==> src/rtl/h14tx_timings_counter_pkg.sv <==
// Shared helpers for the h14tx timing counter: sync polarity mapping.
package h14tx_timings_counter_pkg;

   function automatic logic sync_level(input logic active, input logic active_high);
      return active_high ? active : ~active;
   endfunction

endpackage

==> src/rtl/h14tx_wrap_counter.sv <==
// Modulo-Limit up-counter with clear; wrap flags the increment out of Limit-1.
module h14tx_wrap_counter #(
   parameter int Width = 11,
   parameter int Limit = 1650
) (
   input  logic             clk,
   input  logic             rst_n,
   input  logic             inc,
   input  logic             clr,
   output logic [Width-1:0] value,
   output logic             wrap
);
   localparam logic [Width-1:0] Last = Width'(Limit - 1);

   logic [Width-1:0] value_q, value_d;

   assign wrap  = inc & (value_q == Last);
   assign value = value_q;

   always_comb begin
      value_d = value_q;
      if (clr || wrap) begin
         value_d = '0;
      end else if (inc) begin
         value_d = value_q + Width'(1);
      end
   end

   // Reset parks on the last position so the first increment lands on 0.
   always_ff @(posedge clk) begin
      if (!rst_n) begin
         value_q <= Last;
      end else begin
         value_q <= value_d;
      end
   end
endmodule

==> src/rtl/h14tx_timings_counter.sv <==
// Raster position generator with registered sync, data-enable and start strobes.
module h14tx_timings_counter
   import h14tx_timings_counter_pkg::*;
#(
   parameter int BitWidth      = 11,
   parameter int BitHeight     = 10,
   parameter int FrameWidth    = 1650,
   parameter int FrameHeight   = 750,
   parameter int ActiveWidth   = 1280,
   parameter int ActiveHeight  = 720,
   parameter int HSyncStart    = 1390,
   parameter int HSyncWidth    = 40,
   parameter int VSyncStart    = 725,
   parameter int VSyncLines    = 5,
   parameter int HSyncPolarity = 1,
   parameter int VSyncPolarity = 1
) (
   input  logic                 clk,
   input  logic                 rst_n,
   input  logic                 ce,
   input  logic                 restart,
   output logic [BitWidth-1:0]  x,
   output logic [BitHeight-1:0] y,
   output logic                 hsync,
   output logic                 vsync,
   output logic                 de,
   output logic                 line_start,
   output logic                 frame_start
);
   localparam logic [BitWidth-1:0]  HsFirst = BitWidth'(HSyncStart);
   localparam logic [BitWidth-1:0]  HsLast  = BitWidth'(HSyncStart + HSyncWidth - 1);
   localparam logic [BitHeight-1:0] VsFirst = BitHeight'(VSyncStart);
   localparam logic [BitHeight-1:0] VsLast  = BitHeight'(VSyncStart + VSyncLines - 1);
   localparam logic [BitWidth-1:0]  ActW    = BitWidth'(ActiveWidth);
   localparam logic [BitHeight-1:0] ActH    = BitHeight'(ActiveHeight);
   localparam logic                 HsHigh  = (HSyncPolarity != 0);
   localparam logic                 VsHigh  = (VSyncPolarity != 0);

   if (ActiveWidth > HSyncStart) begin : g_bad_hact
      $error("ActiveWidth must not exceed HSyncStart");
   end
   if (HSyncStart + HSyncWidth > FrameWidth) begin : g_bad_hsync
      $error("hsync pulse runs past FrameWidth");
   end
   if (ActiveHeight > VSyncStart) begin : g_bad_vact
      $error("ActiveHeight must not exceed VSyncStart");
   end
   if (VSyncStart + VSyncLines > FrameHeight) begin : g_bad_vsync
      $error("vsync pulse runs past FrameHeight");
   end
   if (longint'(FrameWidth) > (longint'(1) << BitWidth)) begin : g_bad_bw
      $error("FrameWidth does not fit BitWidth");
   end
   if (longint'(FrameHeight) > (longint'(1) << BitHeight)) begin : g_bad_bh
      $error("FrameHeight does not fit BitHeight");
   end

   logic                 h_wrap, v_wrap, move;
   logic [BitWidth-1:0]  x_d;
   logic [BitHeight-1:0] y_d;
   logic hsync_q, hsync_d, vsync_q, vsync_d, de_q, de_d;
   logic line_start_q, line_start_d, frame_start_q, frame_start_d;

   h14tx_wrap_counter #(.Width(BitWidth), .Limit(FrameWidth)) u_hcnt (
      .clk   (clk),
      .rst_n (rst_n),
      .inc   (ce),
      .clr   (restart),
      .value (x),
      .wrap  (h_wrap)
   );

   h14tx_wrap_counter #(.Width(BitHeight), .Limit(FrameHeight)) u_vcnt (
      .clk   (clk),
      .rst_n (rst_n),
      .inc   (h_wrap),
      .clr   (restart),
      .value (y),
      .wrap  (v_wrap)
   );

   // Decode from the position the counters are about to load, so the
   // registered syncs line up with x/y in the same cycle.
   always_comb begin
      move = ce | restart;
      x_d  = x;
      y_d  = y;
      if (restart) begin
         x_d = '0;
         y_d = '0;
      end else if (ce) begin
         x_d = h_wrap ? '0 : x + BitWidth'(1);
         if (h_wrap) begin
            y_d = v_wrap ? '0 : y + BitHeight'(1);
         end
      end
      hsync_d       = move ? sync_level((x_d >= HsFirst) && (x_d <= HsLast), HsHigh) : hsync_q;
      vsync_d       = move ? sync_level((y_d >= VsFirst) && (y_d <= VsLast), VsHigh) : vsync_q;
      de_d          = move ? ((x_d < ActW) && (y_d < ActH)) : de_q;
      line_start_d  = restart | h_wrap;
      frame_start_d = restart | (h_wrap & v_wrap);
   end

   always_ff @(posedge clk) begin
      if (!rst_n) begin
         hsync_q       <= ~HsHigh;
         vsync_q       <= ~VsHigh;
         de_q          <= 1'b0;
         line_start_q  <= 1'b0;
         frame_start_q <= 1'b0;
      end else begin
         hsync_q       <= hsync_d;
         vsync_q       <= vsync_d;
         de_q          <= de_d;
         line_start_q  <= line_start_d;
         frame_start_q <= frame_start_d;
      end
   end

   assign hsync       = hsync_q;
   assign vsync       = vsync_q;
   assign de          = de_q;
   assign line_start  = line_start_q;
   assign frame_start = frame_start_q;
endmodule

==> config.mk <==
export PLATFORM = sky130hd
export DESIGN_NAME = h14tx_timings_counter
export DESIGN_NICKNAME = d
export VERILOG_FILES = /design/src/rtl/h14tx_timings_counter_pkg.sv /design/src/rtl/h14tx_wrap_counter.sv /design/src/rtl/h14tx_timings_counter.sv
export SDC_FILE = /design/constraint.sdc
export NUM_CORES = 1
export LEC_CHECK = 0
export CORE_ASPECT_RATIO = 1.25
export CORE_MARGIN = 4
export CORE_UTILIZATION = 45
export CTS_BUF_LIST = sky130_fd_sc_hd__clkbuf_8
export DETAILED_ROUTE_END_ITERATION = 6
export GPL_TIMING_DRIVEN = 0
export PLACE_DENSITY = 0.75
export SLEW_MARGIN = 40
export SYNTH_ARGS = -nofsm -noshare
export SYNTH_HDL_FRONTEND = slang
export SYNTH_SLANG_ARGS = --single-unit
export TNS_END_PERCENT = 30
==> constraint.sdc <==
create_clock -name clk -period 2.5 [get_ports clk]
set_input_delay 0.375 -clock clk [delete_from_list [all_inputs] [get_ports clk]]
set_output_delay 0.375 -clock clk [all_outputs]
set_load 0.02 [all_outputs]
==> results of run 1 <==
[final cells by class]
type	count	area, µm²	area share
plain buffers	13	71.32	0.03193
clock buffers	3	41.29	0.01849
clock inverters	1	30.03	0.01345
inverters	4	15.01	0.006723
multi-input cells	170	1170	0.5238
flip-flops and latches	26	531.8	0.2381
well taps	39	48.80	0.02185
repair buffers	34	325.3	0.1457
[cell families (layout without fill, tap and decap cells)]
logic type               count (synthesis)  in the layout  synth area share
flip-flops                              26             26            0.3057
multiplexers                             3              3           0.01763
AO/OA/AOI/OAI                           52             52            0.2043
XOR/XNOR                                11             11           0.05657
buffers and inverters                   19             55           0.05142
adder cells (fa/ha/maj)                  4              4           0.02939
AND/OR/NAND/NOR                        100            100            0.3351
[placed cells by master (no fill, tap or decap), types with 6 or more instances in the layout]
master,netlist,final
clkdlybuf4s50_1,0,28
dfxtp_1,26,21
xor2_1,7,7
nand2b_1,7,7
buf_4,0,6
nand2_1,20,20
o21ai_0,12,11
and3_1,6,6
clkbuf_1,12,10
nand4_1,9,9
nor3_1,6,6
nand3_1,6,6
a21oi_1,10,9
nor2_1,17,17
[cells in the mapped netlist (all sizes together) (2+ instances only)]
library cell,count,area share
o31ai,2,0.0088
nor2,17,0.037
nor3,7,0.024
a211oi,3,0.013
nand2,20,0.044
clkbuf,12,0.026
xnor2,4,0.021
xor2,7,0.036
a21oi,10,0.029
a2111oi,2,0.010
nand3,6,0.018
inv,4,0.0088
nand4,9,0.033
mux2i,3,0.018
o21ai,14,0.041
buf,3,0.016
a31oi,4,0.015
and2,3,0.011
and3,6,0.022
or3,4,0.018
nand2b,7,0.026
ha,4,0.029
nor4,4,0.018
nor4bb,2,0.012
a32oi,2,0.010
dfxtp,26,0.31
o32ai,2,0.010
nor3b,5,0.022
or4,4,0.022
[repair_timing]
action                                  CTS  global route
pin swaps                                 4             9
buffers inserted                          1             5
gates resized for setup                   8            14
endpoints found under the setup margin    2             3
[stage by stage]
step | hold WS, ns | setup slack [ns] | power [mW] | instance area (µm²)
floorplan | 0.5212 | 0.05524 | 0.6065 | 1703
global placement | 0.4442 | -0.1406 | 0.6874 | 2032
detailed placement | 0.4443 | -0.1296 | 0.6904 | 2041
CTS | 0.4621 | -0.01472 | 1.050 | 2152
global route | 0.5126 | -0.02566 | 1.105 | 2233
finish | 0.4660 | 0.09428 | 1.057 | 2233
[per-layer routing]
metal	GRT usage	routed length, µm
met1	0.2619	2232
met3	0.02924	209
met4	0.08389	116
met5	0	0
met2	0.3379	2350
[sequential cells by signal, indices dropped and copies added (netlist names)]
register / count
hsync: 1
u_vcnt.value: 10
u_hcnt.value: 11
frame_start: 1
vsync: 1
de: 1
line_start: 1
[final timing paths]
path	slack, ns	from	to
setup / recovery	0.09	u_hcnt.value[2]$_SDFFE_PP0P_	vsync$_SDFFE_PN0P_
hold / removal	0.47	vsync$_SDFFE_PN0P_	vsync$_SDFFE_PN0P_
setup reg to reg	0.09	u_hcnt.value[2]$_SDFFE_PP0P_	vsync$_SDFFE_PN0P_
hold reg to reg	0.47	vsync$_SDFFE_PN0P_	vsync$_SDFFE_PN0P_
[critical path, cell delays in order, from the launching register on]
cell and delay, ns:
dfxtp_2 0.33, buf_6 0.13, or3_4 0.38, buf_6 0.14, or4_4 0.46, or4_4 0.50
a21oi_2 0.15, nand4_1 0.11, o21ai_1 0.14
[report_power, final]
part	switching (mW)	internal, mW
registers	0.0359	0.435
clock network	0.139	0.214
logic	0.128	0.104
==> flow_summary.json, run 1 <==
{
  "status": "completed",
  "antenna_found_initial": 0,
  "core_mm2": 0.003573,
  "clock_latency_ns": 0.28,
  "initial_core_util": 0.4765,
  "min_period_ns": 2.406,
  "p_per_area_mw_per_mm2": 473.3,
  "worst-endpoint-required_ns": 2.72,
  "peakVddDrop_mv": 0.2865,
  "holdPathStages": 2,
  "vias": 1804,
  "ios": 30,
  "crit_arrival_ns": 2.62,
  "clock-root-buffer": "clkbuf_8",
  "start_kind": "flop",
  "overflow": 0,
  "avgSynthCellArea_um2": 7.920,
  "grt_max_degree": 16,
  "vias_per_cell": 6.221,
  "area_delta_synth_final_pct": 31.15,
  "setup_violations": 0,
  "hold_viol_final": 0,
  "tns_ns": 0,
  "dieArea_mm2": 0.004838,
  "grt_usage": 0.2038,
  "io_buffers": 28,
  "grt_pass1_wl_um": 8135,
  "final_nets": 260,
  "rows": 24,
  "clk_path_buf_depth": 2,
  "critPathMaxFanout": 8,
  "max_freq_ghz": 0.4157,
  "n_fill_cell": 330,
  "rsz0062_at_grt": "yes",
  "tightest_slew_ns": 0.5045,
  "detail_route.wl_per_cell_um": 16.93,
  "cap_violations": 0,
  "p_leak_nw": 0.8360,
  "ctsHoldBuffers": 0,
  "slew_viol_final": 0,
  "cts.sinks": 26,
  "hold_class": "flop to flop",
  "gp_congestion": 0.9144,
  "antennaDiodeCount": 0,
  "netlist_instances": 215,
  "end_kind": "flop",
  "skew_ns": 0.007576,
  "fin_util": 0.6250,
  "synthesis.area_mm2": 0.001703,
  "htree_levels": 1,
  "synthArstFlopShare": 0,
  "synth_top_flop_cell": "dfxtp_1",
  "cts_tree": "yes",
  "period_share": 0.9623,
  "place_inst": 282,
  "wl_um": 4909,
  "die_h_um": 76.78,
  "first_iter_violations": 153,
  "synth_nets": 223,
  "synthDistinctLibCells": 54,
  "cts_buffers": 3,
  "seq_area_frac_synth": 0.3057,
  "critPathKind": "flop to flop",
  "yosys_register_bits": 26,
  "final_layout_size_suffix_gt1_frac": 0.1355,
  "grt_pass1_vias": 1708,
  "drc": 0,
  "max-slew-margin-rel": 0.6637,
  "place_hpwl_um": 3327,
  "die_w_um": 63.02,
  "synth_edf_count": 0,
  "r2r_cells": 8,
  "final_cells": 290,
  "firstDrtPassIters": 4,
  "clk_pin_slew_ns": 0.10,
  "ant_nets": 0,
  "yosysWarnings": 0
}
(Power assumes the default switching activity.)
==> inputs of run 2 (changes only) <==
- GPL_TIMING_DRIVEN: 0 -> default
==> flow_summary.json, run 2 (synthesis gave the netlist of run 1 again) <==
{
  "status": "completed",
  "grt_pass1_wl_um": 7921,
  "pwr-share-seq": 0.430,
  "critPathMaxFanout": 7,
  "largest_register_ffs": 11,
  "drc": 0,
  "cts_tree": "yes",
  "multi_input_area_mm2": 0.001095,
  "skew_ns": 0.003598,
  "worst-endpoint-required_ns": 2.67,
  "total_power_mw": 1.070,
  "setup_violations": 0,
  "die_h_um": 76.78,
  "critPathKind": "flop to flop",
  "p_per_area_mw_per_mm2": 484.9,
  "hold_class": "flop to flop",
  "pwr-share-comb": 0.226,
  "holdPathStages": 2,
  "final_nets": 264,
  "layout_commonest_cell": "clkdlybuf4s50_1",
  "grt_max_degree": 19,
  "holdPathEnd": "vsync$_SDFFE_PN0P_",
  "clk_pin_slew_ns": 0.10,
  "r2r-end": "de$_SDFFE_PN0P_",
  "max_freq_ghz": 0.4317,
  "crit_start": "u_hcnt.value[7]$_SDFFE_PP0P_",
  "final_layout_size_suffix_gt1_frac": 0.1255,
  "antennaDiodeCount": 0,
  "ios": 30,
  "core_mm2": 0.003573,
  "wl_um": 4534,
  "vias_per_cell": 6.143,
  "clock_latency_ns": 0.28,
  "gp_congestion": 0.8537,
  "slowest_stage": "or4_4",
  "final-seq-area_um2": 520.5,
  "rsz0062_at_grt": "no",
  "crit_chain": "or3_4 -> or4_4 -> nor4_1 -> a2bb2oi_1 -> a41o_1 -> a21oi_1",
  "first_iter_violations": 129,
  "antenna_found_initial": 0,
  "cap_violations": 0,
  "swShare": 0.2881,
  "critical-path-max-stage-delay_ns": 0.55,
  "grt_usage": 0.1973,
  "cts_resized": 0,
  "r2r-start": "u_hcnt.value[7]$_SDFFE_PP0P_",
  "tightest_slew_ns": 0.3964,
  "overflow": 0,
  "peakVddDrop_mv": 0.2966,
  "start_kind": "flop",
  "place_hpwl_um": 3358,
  "initial_core_util": 0.4765,
  "p_int_mw": 0.7614,
  "clkPwrFrac": 0.344,
  "firstDrtPassIters": 4,
  "clk_path_buf_depth": 2,
  "max-slew-margin-rel": 0.7348,
  "crit_arrival_ns": 2.49,
  "hold_viol_final": 0,
  "power.switching_mw": 0.3081,
  "cp_top_family": "simple AND/OR/NAND/NOR gates",
  "worst-path-buf-inv": 0,
  "placed_cell_area_mm2": 0.002135,
  "cts_buffers": 3,
  "rows": 24,
  "htree_levels": 1,
  "ctsHoldBuffers": 0,
  "io_buffers": 29,
  "hp-start": "vsync$_SDFFE_PN0P_",
  "r2r_cells": 6,
  "grt_pass1_vias": 1717,
  "die_w_um": 63.02,
  "fin_area_mm2": 0.002206,
  "tns_ns": 0,
  "r2r_slack_ns": 0.18,
  "slew_viol_final": 0,
  "ant_nets": 0,
  "period_share": 0.9266,
  "vias": 1806,
  "dieArea_mm2": 0.004838,
  "detail_route.wl_per_cell_um": 15.42,
  "end_kind": "flop",
  "post_cts_buffers": 0,
  "n_fill_cell": 328,
  "area_delta_synth_final_pct": 29.54,
  "clock-root-buffer": "clkbuf_8",
  "cts.sinks": 26,
  "final_cell_mix": "clkdlybuf4s50_1, dfxtp_1, buf_4",
  "min_period_ns": 2.316,
  "p_leak_nw": 0.8587
}
==> run 2: cell types whose count changed in the layout (fill, tap and decap cells not counted), sizes merged <==
cell	previous run	this run
buf	9	22
clkbuf	13	3
clkdlybuf4s50	28	29
==> run 2: worst reg2reg max path, stage by stage, from the launching register on <==
cell	delay, ns
dfxtp_1	0.37
or3_4	0.40
or4_4	0.56
nor4_1	0.38
a2bb2oi_1	0.25
a41o_1	0.20
a21oi_1	0.05
==> run 2: worst max-delay path by stage <==
stage,endpoint,cells after the start,slack [ns]
finish,de$_SDFFE_PN0P_,6,0.18
global route,vsync$_SDFFE_PN0P_,7,0.06
floorplan,vsync$_SDFFE_PN0P_,8,0.06
CTS,de$_SDFFE_PN0P_,6,0.21
detailed placement,de$_SDFFE_PN0P_,7,0.03
global placement,vsync$_SDFFE_PN0P_,8,0.04
==> run 2: power by group through the flow <==
stage	clock network [mW]	registers, mW	logic, mW
finish	0.368	0.460	0.242
global route	0.385	0.464	0.264
CTS	0.370	0.460	0.241
detailed placement	0	0.469	0.238
global placement	0	0.469	0.237
floorplan	0	0.494	0.112
==> run 2: metrics by stage <==
stage | util | setup slack [ns] | instances | hold slack, ns
floorplan | - | 0.05524 | 215 | 0.5212
global placement | 0.5973 | 0.03611 | 290 | 0.4528
detailed placement | 0.5973 | 0.03177 | 290 | 0.4498
CTS | 0.6173 | 0.2078 | 294 | 0.4671
global route | 0.6173 | 0.05578 | 294 | 0.5122
finish | 0.6173 | 0.1835 | 294 | 0.4628
==> run 2: area by class of cell <==
| cell class | count | share of cell area |
|---|---|---|
| Multi-Input combinational cell | 170 | 0.4963 |
| Sequential cell | 26 | 0.2360 |
| Tap cell | 39 | 0.02212 |
| Clock buffer | 3 | 0.01872 |
| Clock inverter | 1 | 0.01361 |
| Timing Repair Buffer | 51 | 0.2065 |
| Inverter | 4 | 0.006807 |
==> run 2: metal layers <==
metal  up-vias  global-route usage  routed length, µm
li1        888                   -                  -
met1       840              0.2462               2024
met2        67              0.3379               2195
met3        11             0.03070                227
met4         0             0.07285                 87
met5         -                   0                  0
